===== src/rtl/alu_share_arb.sv =====
// alu_share_arb: shares one combinational ALU between two requesters.
// Round-robin grant, single-cycle capture of the ALU result into a
// one-deep response slot per requester, and a saturating count of
// cycles in which both requesters competed for the ALU.
module alu_share_arb #(
  parameter int DW   = 32,
  parameter int OPW  = 10,
  parameter int CNTW = 16
) (
  input  logic            clk,
  input  logic            rst,

  input  logic            req0_valid,
  output logic            req0_ready,
  input  logic [OPW-1:0]  req0_op,
  input  logic [DW-1:0]   req0_src1,
  input  logic [DW-1:0]   req0_src2,

  input  logic            req1_valid,
  output logic            req1_ready,
  input  logic [OPW-1:0]  req1_op,
  input  logic [DW-1:0]   req1_src1,
  input  logic [DW-1:0]   req1_src2,

  output logic [OPW-1:0]  alu_op,
  output logic [DW-1:0]   alu_src1,
  output logic [DW-1:0]   alu_src2,
  input  logic [DW-1:0]   alu_result,

  output logic            rsp0_valid,
  input  logic            rsp0_ready,
  output logic [DW-1:0]   rsp0_result,

  output logic            rsp1_valid,
  input  logic            rsp1_ready,
  output logic [DW-1:0]   rsp1_result,

  output logic [CNTW-1:0] conflict_cnt
);

  // Index of the requester granted most recently; 1 after reset so
  // requester 0 wins the first tie.
  logic last_grant;

  logic elig0;
  logic elig1;
  logic grant0;
  logic grant1;

  // A requester may issue when its response slot is empty or is being
  // drained this same cycle.
  assign elig0 = req0_valid & (~rsp0_valid | rsp0_ready);
  assign elig1 = req1_valid & (~rsp1_valid | rsp1_ready);

  // Round-robin arbitration: on a tie the requester that did not win
  // last time is granted. Nothing is granted while reset is asserted.
  always_comb begin
    grant0 = ~rst & elig0 & (~elig1 | last_grant);
    grant1 = ~rst & elig1 & (~elig0 | ~last_grant);
  end

  assign req0_ready = grant0;
  assign req1_ready = grant1;

  // Steer the granted request onto the shared ALU; drive zeros when idle
  // so the ALU output is a quiet 0.
  always_comb begin
    // NOTE: every output gets a default first so no path leaves it
    // unassigned, which would otherwise infer a latch.
    alu_op   = '0;
    alu_src1 = '0;
    alu_src2 = '0;
    if (grant0) begin
      alu_op   = req0_op;
      alu_src1 = req0_src1;
      alu_src2 = req0_src2;
    end else if (grant1) begin
      alu_op   = req1_op;
      alu_src1 = req1_src1;
      alu_src2 = req1_src2;
    end
  end

  // Round-robin pointer: remember the winner of every granted cycle.
  always_ff @(posedge clk or posedge rst) begin
    // NOTE: state is updated with non-blocking assignments so every
    // register samples pre-edge values regardless of statement order.
    if (rst) begin
      last_grant <= 1'b1;
    end else if (grant0 | grant1) begin
      last_grant <= grant1;
    end
  end

  // Response slot 0: capture the ALU result on a grant, otherwise empty
  // the slot when the consumer takes it; data holds when not captured.
  always_ff @(posedge clk or posedge rst) begin
    if (rst) begin
      rsp0_valid  <= 1'b0;
      rsp0_result <= '0;
    end else if (grant0) begin
      rsp0_valid  <= 1'b1;
      rsp0_result <= alu_result;
    end else if (rsp0_ready) begin
      rsp0_valid  <= 1'b0;
    end
  end

  // Response slot 1: same behaviour as slot 0.
  always_ff @(posedge clk or posedge rst) begin
    if (rst) begin
      rsp1_valid  <= 1'b0;
      rsp1_result <= '0;
    end else if (grant1) begin
      rsp1_valid  <= 1'b1;
      rsp1_result <= alu_result;
    end else if (rsp1_ready) begin
      rsp1_valid  <= 1'b0;
    end
  end

  // Count cycles where both requesters were eligible, saturating at
  // all-ones; the losing side's backpressure does not affect it.
  always_ff @(posedge clk or posedge rst) begin
    if (rst) begin
      conflict_cnt <= '0;
    end else if (elig0 & elig1 & (conflict_cnt != '1)) begin
      conflict_cnt <= conflict_cnt + CNTW'(1);
    end
  end

endmodule


===== config.mk =====
export PLATFORM = sky130hd
export DESIGN_NAME = alu_share_arb
export DESIGN_NICKNAME = d
export VERILOG_FILES = /design/src/rtl/alu_share_arb.sv
export SDC_FILE = /design/constraint.sdc
export NUM_CORES = 1
export LEC_CHECK = 0
export CORE_AREA = 2 2 133 135
export CTS_BUF_LIST = sky130_fd_sc_hd__clkbuf_4
export CTS_CLUSTER_DIAMETER = 200
export DETAILED_ROUTE_END_ITERATION = 8
export DIE_AREA = 0 0 135 137
export GPL_ROUTABILITY_DRIVEN = 0
export GPL_TIMING_DRIVEN = 0
export PLACE_DENSITY = 0.76
export SLEW_MARGIN = 20
export SYNTH_ARGS = -nofsm -noshare
export SYNTH_HDL_FRONTEND = slang
export SYNTH_SLANG_ARGS = --single-unit

===== constraint.sdc =====
create_clock -name clk -period 2.7 [get_ports clk]
set_input_delay 0.54 -clock clk [delete_from_list [all_inputs] [get_ports clk]]
set_output_delay 0.54 -clock clk [all_outputs]
set_load 0.005 [all_outputs]

==> results of run 1 <==
[per-layer routing]
layer,GRT usage,vias to the layer above,wire [um]
met2,0.352,201,9960
li1,-,1971,-
met4,0.0862,4,532
met5,0,-,24
met1,0.229,2155,7210
met3,0.0700,40,1890
[flip-flops by register name, summed over array words and instances, names as in the netlist]
signal        cells
rsp0_valid        1
rsp0_result      32
conflict_cnt     16
rsp1_result      32
rsp1_valid        1
last_grant        1
[final timing paths]
kind                                    end  cells after the start
max                            alu_src2[22]                      9
min                              rsp1_valid                      2
max reg2reg                 rsp1_result[17]                      9
min reg2reg                conflict_cnt[11]                      1
max in group asynchronous        last_grant                      3
min in group clk           conflict_cnt[11]                      1
[kinds of logic (layout without fill, tap and decap cells)]
logic type,Yosys count,count (layout)
adder cells (fa/ha/maj),1,1
other,0,5
buffers and inverters,25,433
multiplexers,65,65
AND/OR/NAND/NOR,34,34
AO/OA/AOI/OAI,80,80
flip-flops,83,83
XOR/XNOR,15,15
[power by group through the flow]
stage                     combinational [mW]  clock, mW  sequential [mW]
after global placement                  1.85          0             1.77
after CTS                               1.99      0.782             1.76
after global routing                    2.11      0.832             1.80
after floorplan                        0.546          0             1.79
final                                   1.98      0.749             1.76
after detailed placement                1.87          0             1.78
[what timing repair did]
action,in CTS,in global routing
buffers inserted,37,4
hold buffers,0,0
resized for setup,259,63
setup endpoints to repair,76,70
pin swaps,16,16
gates cloned,8,0
[final cells by class]
class	instances	area [um2]
Multi-Input combinational cell	195	1860
Clock buffer	9	67.6
Antenna cell	5	12.5
Sequential cell	83	2080
Fill cell	1576	8700
Timing Repair Buffer	393	3720
Inverter	3	16.3
Clock inverter	7	76.3
Buffer	21	254
Tap cell	225	282
[layout by cell type, fill, tap and decap left out, types with 12 or more instances in the layout]
master,synthesis,final
a22o_1,74,69
buf_4,5,32
buf_2,14,26
mux2_2,65,65
buf_6,0,26
dfrtp_1,82,82
clkdlybuf4s50_1,0,262
xnor2_1,13,13
clkdlybuf4s15_1,0,14
dlygate4sd2_1,0,12
clkbuf_2,0,23
[critical path, stage by stage (launching register included)]
cell and delay, ns:
dfrtp_1 0.44, nand2b_4 0.10, nand2_4 0.07, a311oi_4 0.24
buf_4 0.18, buf_6 0.12, buf_8 0.14, buf_6 0.10
a22o_1 0.17, buf_2 0.15
[metrics by stage]
step	power (mW)	setup TNS, ns	hold slack [ns]
2_1_floorplan	2.33	0	0.488
3_3_place_gp	3.62	-194.72	0.487
3_5_place_dp	3.66	-65.36	0.484
4_1_cts	4.54	-0.0244	0.362
5_1_grt	4.75	-0.569	0.386
6_report	4.49	-0.00100	0.373
==> impl_metrics.tcl, run 1 <==
set metrics [dict create \
    status "finished with violations" \
    failing_checks "negative setup slack" \
    synth_compound_area_frac 0.182 \
    synth-edff-count 0 \
    first_iter_violations 117 \
    drc_errors 0 \
    postLayoutCellArea_mm2 0.00836 \
    via_per_inst 4.65 \
    global_route.overflow_total 0 \
    die_area_mm2 0.0185 \
    proportion_of_netlist_area_held_by_the_largest_area_contributor 0.515 \
    total_routing_usage_reported_by_global_routing 0.204 \
    synth_seq_area_share 0.521 \
    hp-class "input port to async pin" \
    drt-total-wl_um 19600 \
    layout-area-overhead-vs-synth_pct 110 \
    r2r_slack_ns 0.64 \
    floorplan.rows 48 \
    layout_worst_path_cycle_share 1.00 \
    cell_internal_pwr_mw 3.17 \
    critPathLaunch "rsp1_valid" \
    net_count_reported_at_finish 893 \
    timing.final.max_slew_violations 0 \
    power.switching_fraction 0.295 \
    synth-xor-area-share 0.0329 \
    critical_path_required_ns 2.16 \
    synth-main-ff-cell "dfrtp_1" \
    pre_cts_slack_ns -1.11 \
    boundaryPins 344 \
    grt_pass1_wl_um 27700 \
    drt-wirelength-per-cell_um 20.8 \
    final_period_minus_worst_setup_slack_ns 2.70 \
    synth.ff_latch_count 83 \
    utilization_of_the_core_after_routing 0.490 \
    pwr-share-clk 0.167 \
    rsz0062_at_grt "yes" \
    hold_viol 0 \
    ys_async_sr_fraction 1.00 \
    hpwl_um 15500 \
    max_freq_ghz 0.370 \
    maxCapViolations 0 \
    route.antenna.remaining_nets 0 \
    dpl.cell_count 872 \
    floorplan.initialDensity 0.234 \
    r2r_start "rsp1_valid" \
    drive_gt1_frac 0.314 \
    detailed_place.area_mm2 0.00773 \
    post-synth-top-count-cell "dfrtp_1" \
    synth_warnings 0 \
    maximum_fanout_along_the_worst_path 7 \
    timing.final.ws_setup_ns -0.00100 \
    post_synth_mux_area_share 0.184 \
    worstSetupStartpointType "flip-flop" \
    cts.clk_slew.worst_paths_ns 0.15 \
    syn-mean-instance-area_um2 13.2 \
    pwr-share-comb 0.442 \
    final-instance-count-excl-fill 941 \
    clock_tree.htree_level_count 3 \
    drt_first_pass_iters 4 \
    die_w_um 135 \
    maxSlewHeadroom 0.592 \
    area_of_the_mapped_netlist_mm2 0.00399 \
    grt_max_degree 46 \
    cts_max_path_buffers 2 \
    insertion_delay_ns 0.44 \
    worstSetupEndpointType "output port" \
    netlist-cell-type-count 28 \
    clkSinkCount 83 \
    netlist_top_cells_area "dfrtp_1, mux2_2, a22o_1" \
    die_h_um 137 \
    fin_skew_ns 0.0239 \
    postSynthNetCount 490 \
    arrival_ns 2.16 \
    total_power_divided_by_cell_area_mw_per_mm2 537 \
    grt_antenna_before_repair 6 \
    final-setup-viol-count 1 \
    synth_simple_gate_area_frac 0.0442 \
    p_leak_nw 3.63 \
    synth_area_in_adders 0.00314 \
    grt_pass1_vias 4536 \
    post_synthesis_instance_total 303 \
    synth_common_cells "dfrtp_1, a22o_1, mux2_2" \
    port_buffers 343 \
    tightest_slew_ns 0.611 \
    vias 4371 \
    worst-setup-path-type "flip-flop to output port" \
    synth_top_cell_by_area "dfrtp_1" \
    tritoncts_clock_tree "built" \
    switchingPower_mw 1.32 \
    cts_buffers 9 \
    power.ir.vdd_worst_v 0.000309 \
    synth_top_family_by_area "multiplexers" \
    cts.root.buffer_cell "clkbuf_4" \
    floorplan.core_area_mm2 0.0171 \
    power_frac_seq 0.392 \
]
Note: power is estimated with default switching activity, not from simulation.
==> run 2: changes to the inputs <==
--- a/config.mk
+++ b/config.mk
@@ -8,6 +8,7 @@
 export CORE_AREA = 2 2 133 135
 export CTS_BUF_LIST = sky130_fd_sc_hd__clkbuf_4
 export CTS_CLUSTER_DIAMETER = 200
+export CTS_CLUSTER_SIZE = 28
 export DETAILED_ROUTE_END_ITERATION = 8
 export DIE_AREA = 0 0 135 137
 export GPL_ROUTABILITY_DRIVEN = 0
@@ -17,3 +18,4 @@
 export SYNTH_ARGS = -nofsm -noshare
 export SYNTH_HDL_FRONTEND = slang
 export SYNTH_SLANG_ARGS = --single-unit
+export TNS_END_PERCENT = 5
==> run 2 against run 1 <==
Net effect:
- the run still ends with negative setup slack left
- global-route usage about the same
- count of clock-buffer cells in the layout unchanged
- maximum frequency decreased by 1.1%
- clock power about the same
- cell count decreased by 0.21%
- flip-flop and latch count unchanged
- first-iteration DRC count increased by 19%
- hold slack improved by 0.020 ns
- register-to-register slack got worse by 0.07 ns
- critical path depth unchanged
- power decreased by 0.12%
- clock skew increased by 0.0029 ns
- largest cell class unchanged
==> impl_metrics.tcl, run 2 (synthesis gave the netlist of run 1 again) <==
set metrics [dict create \
    status "finished with violations" \
    failing_checks "negative setup slack" \
    cts_hold_repair.buffers 0 \
    maxCapViolations 0 \
    drt_first_pass_iters 4 \
    globalRouteMet1Util 0.230 \
    utilization_of_the_core_after_routing 0.485 \
    arrival_ns 2.19 \
    maxSlewHeadroom 0.591 \
    fin_hold_ws_ns 0.393 \
    grt_pass1_vias 4434 \
    setup_tns_ns -0.0855 \
    num-fill-cells 1604 \
    die_w_um 135 \
    maximum_fanout_along_the_worst_path 7 \
    critical_path_required_ns 2.16 \
    dpl.cell_count 872 \
    mostFrequentLayoutCells "clkdlybuf4s50_1, dfrtp_1, a22o_1" \
    worst-setup-path-type "flip-flop to output port" \
    vias 4317 \
    tightest_slew_ns 0.613 \
    floorplan.initialDensity 0.234 \
    global_route.overflow_total 0 \
    die_area_mm2 0.0185 \
    tritoncts_clock_tree "built" \
    fin_skew_ns 0.0268 \
    crit_chain "nand2b_4 -> nand2_4 -> a311oi_4 -> buf_4 -> buf_6 -> buf_8 -> buf_6 -> a22o_1 -> buf_6" \
    cts.clk_slew.worst_paths_ns 0.16 \
    drt-wirelength-per-cell_um 20.9 \
    use_met3 0.0711 \
    hp-class "input port to async pin" \
    drive_gt1_frac 0.345 \
    timing.final.max_slew_violations 0 \
    globalRoute.busiestLayer "met2" \
    layout_worst_path_cycle_share 1.01 \
    grt_use_met2 0.356 \
    drt-total-wl_um 19600 \
    grt_antenna_before_repair 6 \
    boundaryPins 344 \
    insertion_delay_ns 0.44 \
    cts_buffers 9 \
    max_stage_delay_ns 0.44 \
    final_period_minus_worst_setup_slack_ns 2.73 \
    final-instance-count-excl-fill 939 \
    layout-area-overhead-vs-synth_pct 107 \
    p_leak_nw 3.62 \
    clock_tree.htree_level_count 3 \
    postLayoutCellArea_mm2 0.00827 \
    hpwl_um 15500 \
    detailed_place.area_mm2 0.00773 \
    r2r_start "rsp1_valid" \
    pre_cts_slack_ns -1.11 \
    timing.final.ws_setup_ns -0.0324 \
    r2r_slack_ns 0.57 \
    layout_commonest_cell "clkdlybuf4s50_1" \
    net_count_reported_at_finish 892 \
    cts_max_path_buffers 2 \
    max_freq_ghz 0.366 \
    die_h_um 137 \
    grt_pass1_wl_um 27600 \
    drc_errors 0 \
    timing.critical_path.mode_cell "buf_6" \
    power_mw 4.49 \
    route.antenna.remaining_nets 0 \
    via_per_inst 4.60 \
    worstSetupStartpointType "flip-flop" \
    port_buffers 343 \
    slowest_cell_on_the_critical_path "dfrtp_1" \
    r2r.worst_path.cells 9 \
    worst_r2r_endpoint "rsp1_result[17]" \
    leading_registers_by_flop_count "rsp0_result: 32 flops, rsp1_result: 32 flops, conflict_cnt: 16 flops" \
    floorplan.core_area_mm2 0.0171 \
    hold_viol 0 \
    cts.root.buffer_cell "clkbuf_4" \
    clkSinkCount 83 \
    floorplan.rows 48 \
    total_power_divided_by_cell_area_mw_per_mm2 542 \
    total_routing_usage_reported_by_global_routing 0.203 \
    power.ir.vdd_worst_v 0.000309 \
    rsz0062_at_grt "yes" \
    worstSetupEndpointType "output port" \
    multi_input_area_mm2 0.00189 \
    seqCellArea_mm2 0.00208 \
    first_iter_violations 139 \
    grt_max_degree 46 \
    final-setup-viol-count 5 \
]
==> run 2: worst max path at each step <==
stage,from,to,slack [ns]
CTS,rsp1_valid,alu_src1[31],-0.09
global route,rsp1_valid,alu_src2[22],-0.13
finish,rsp1_valid,alu_src2[18],-0.03
floorplan,rst,conflict_cnt[0],0.02
global placement,rst,rsp1_result[15],-1.57
detailed placement,rsp0_ready,alu_src2[17],-1.11
==> run 2: repair_timing <==
item,in CTS,in global routing
endpoints found under the setup margin,76,64
cloned,8,0
buffers inserted,32,8
gates resized for setup,240,111
pin swaps,12,22
==> run 2: final cells by class <==
cell class | instances | share of cell area
Timing Repair Buffer | 392 | 0.436
Sequential cell | 83 | 0.251
Multi-Input combinational cell | 195 | 0.228
Tap cell | 225 | 0.0340
Buffer | 21 | 0.0300
Clock inverter | 7 | 0.00923
Clock buffer | 9 | 0.00817
Inverter | 3 | 0.00197
Antenna cell | 4 | 0.00121
==> run 2: routing by layer <==
| metal | wire length (um) | vias up |
|---|---|---|
| met4 | 412 | 4 |
| met1 | 7280 | 2121 |
| met2 | 10000 | 189 |
| met3 | 1870 | 33 |
| met5 | 24 | - |
| li1 | - | 1970 |
==> run 2: worst max-delay path, delay by kind of cell (launching register included) <==
family	cells	cell delay [ns]
buf+inv	5	0.66
compound gates	2	0.47
flops	1	0.44
simple gates	2	0.17
==> run 2: power breakdown <==
part / leakage, nW / internal [mW] / switching [mW] / total (mW)
registers: 1.00 / 1.55 / 0.204 / 1.76
logic: 2.55 / 1.32 / 0.658 / 1.98
clock network: 0.0725 / 0.287 / 0.464 / 0.751
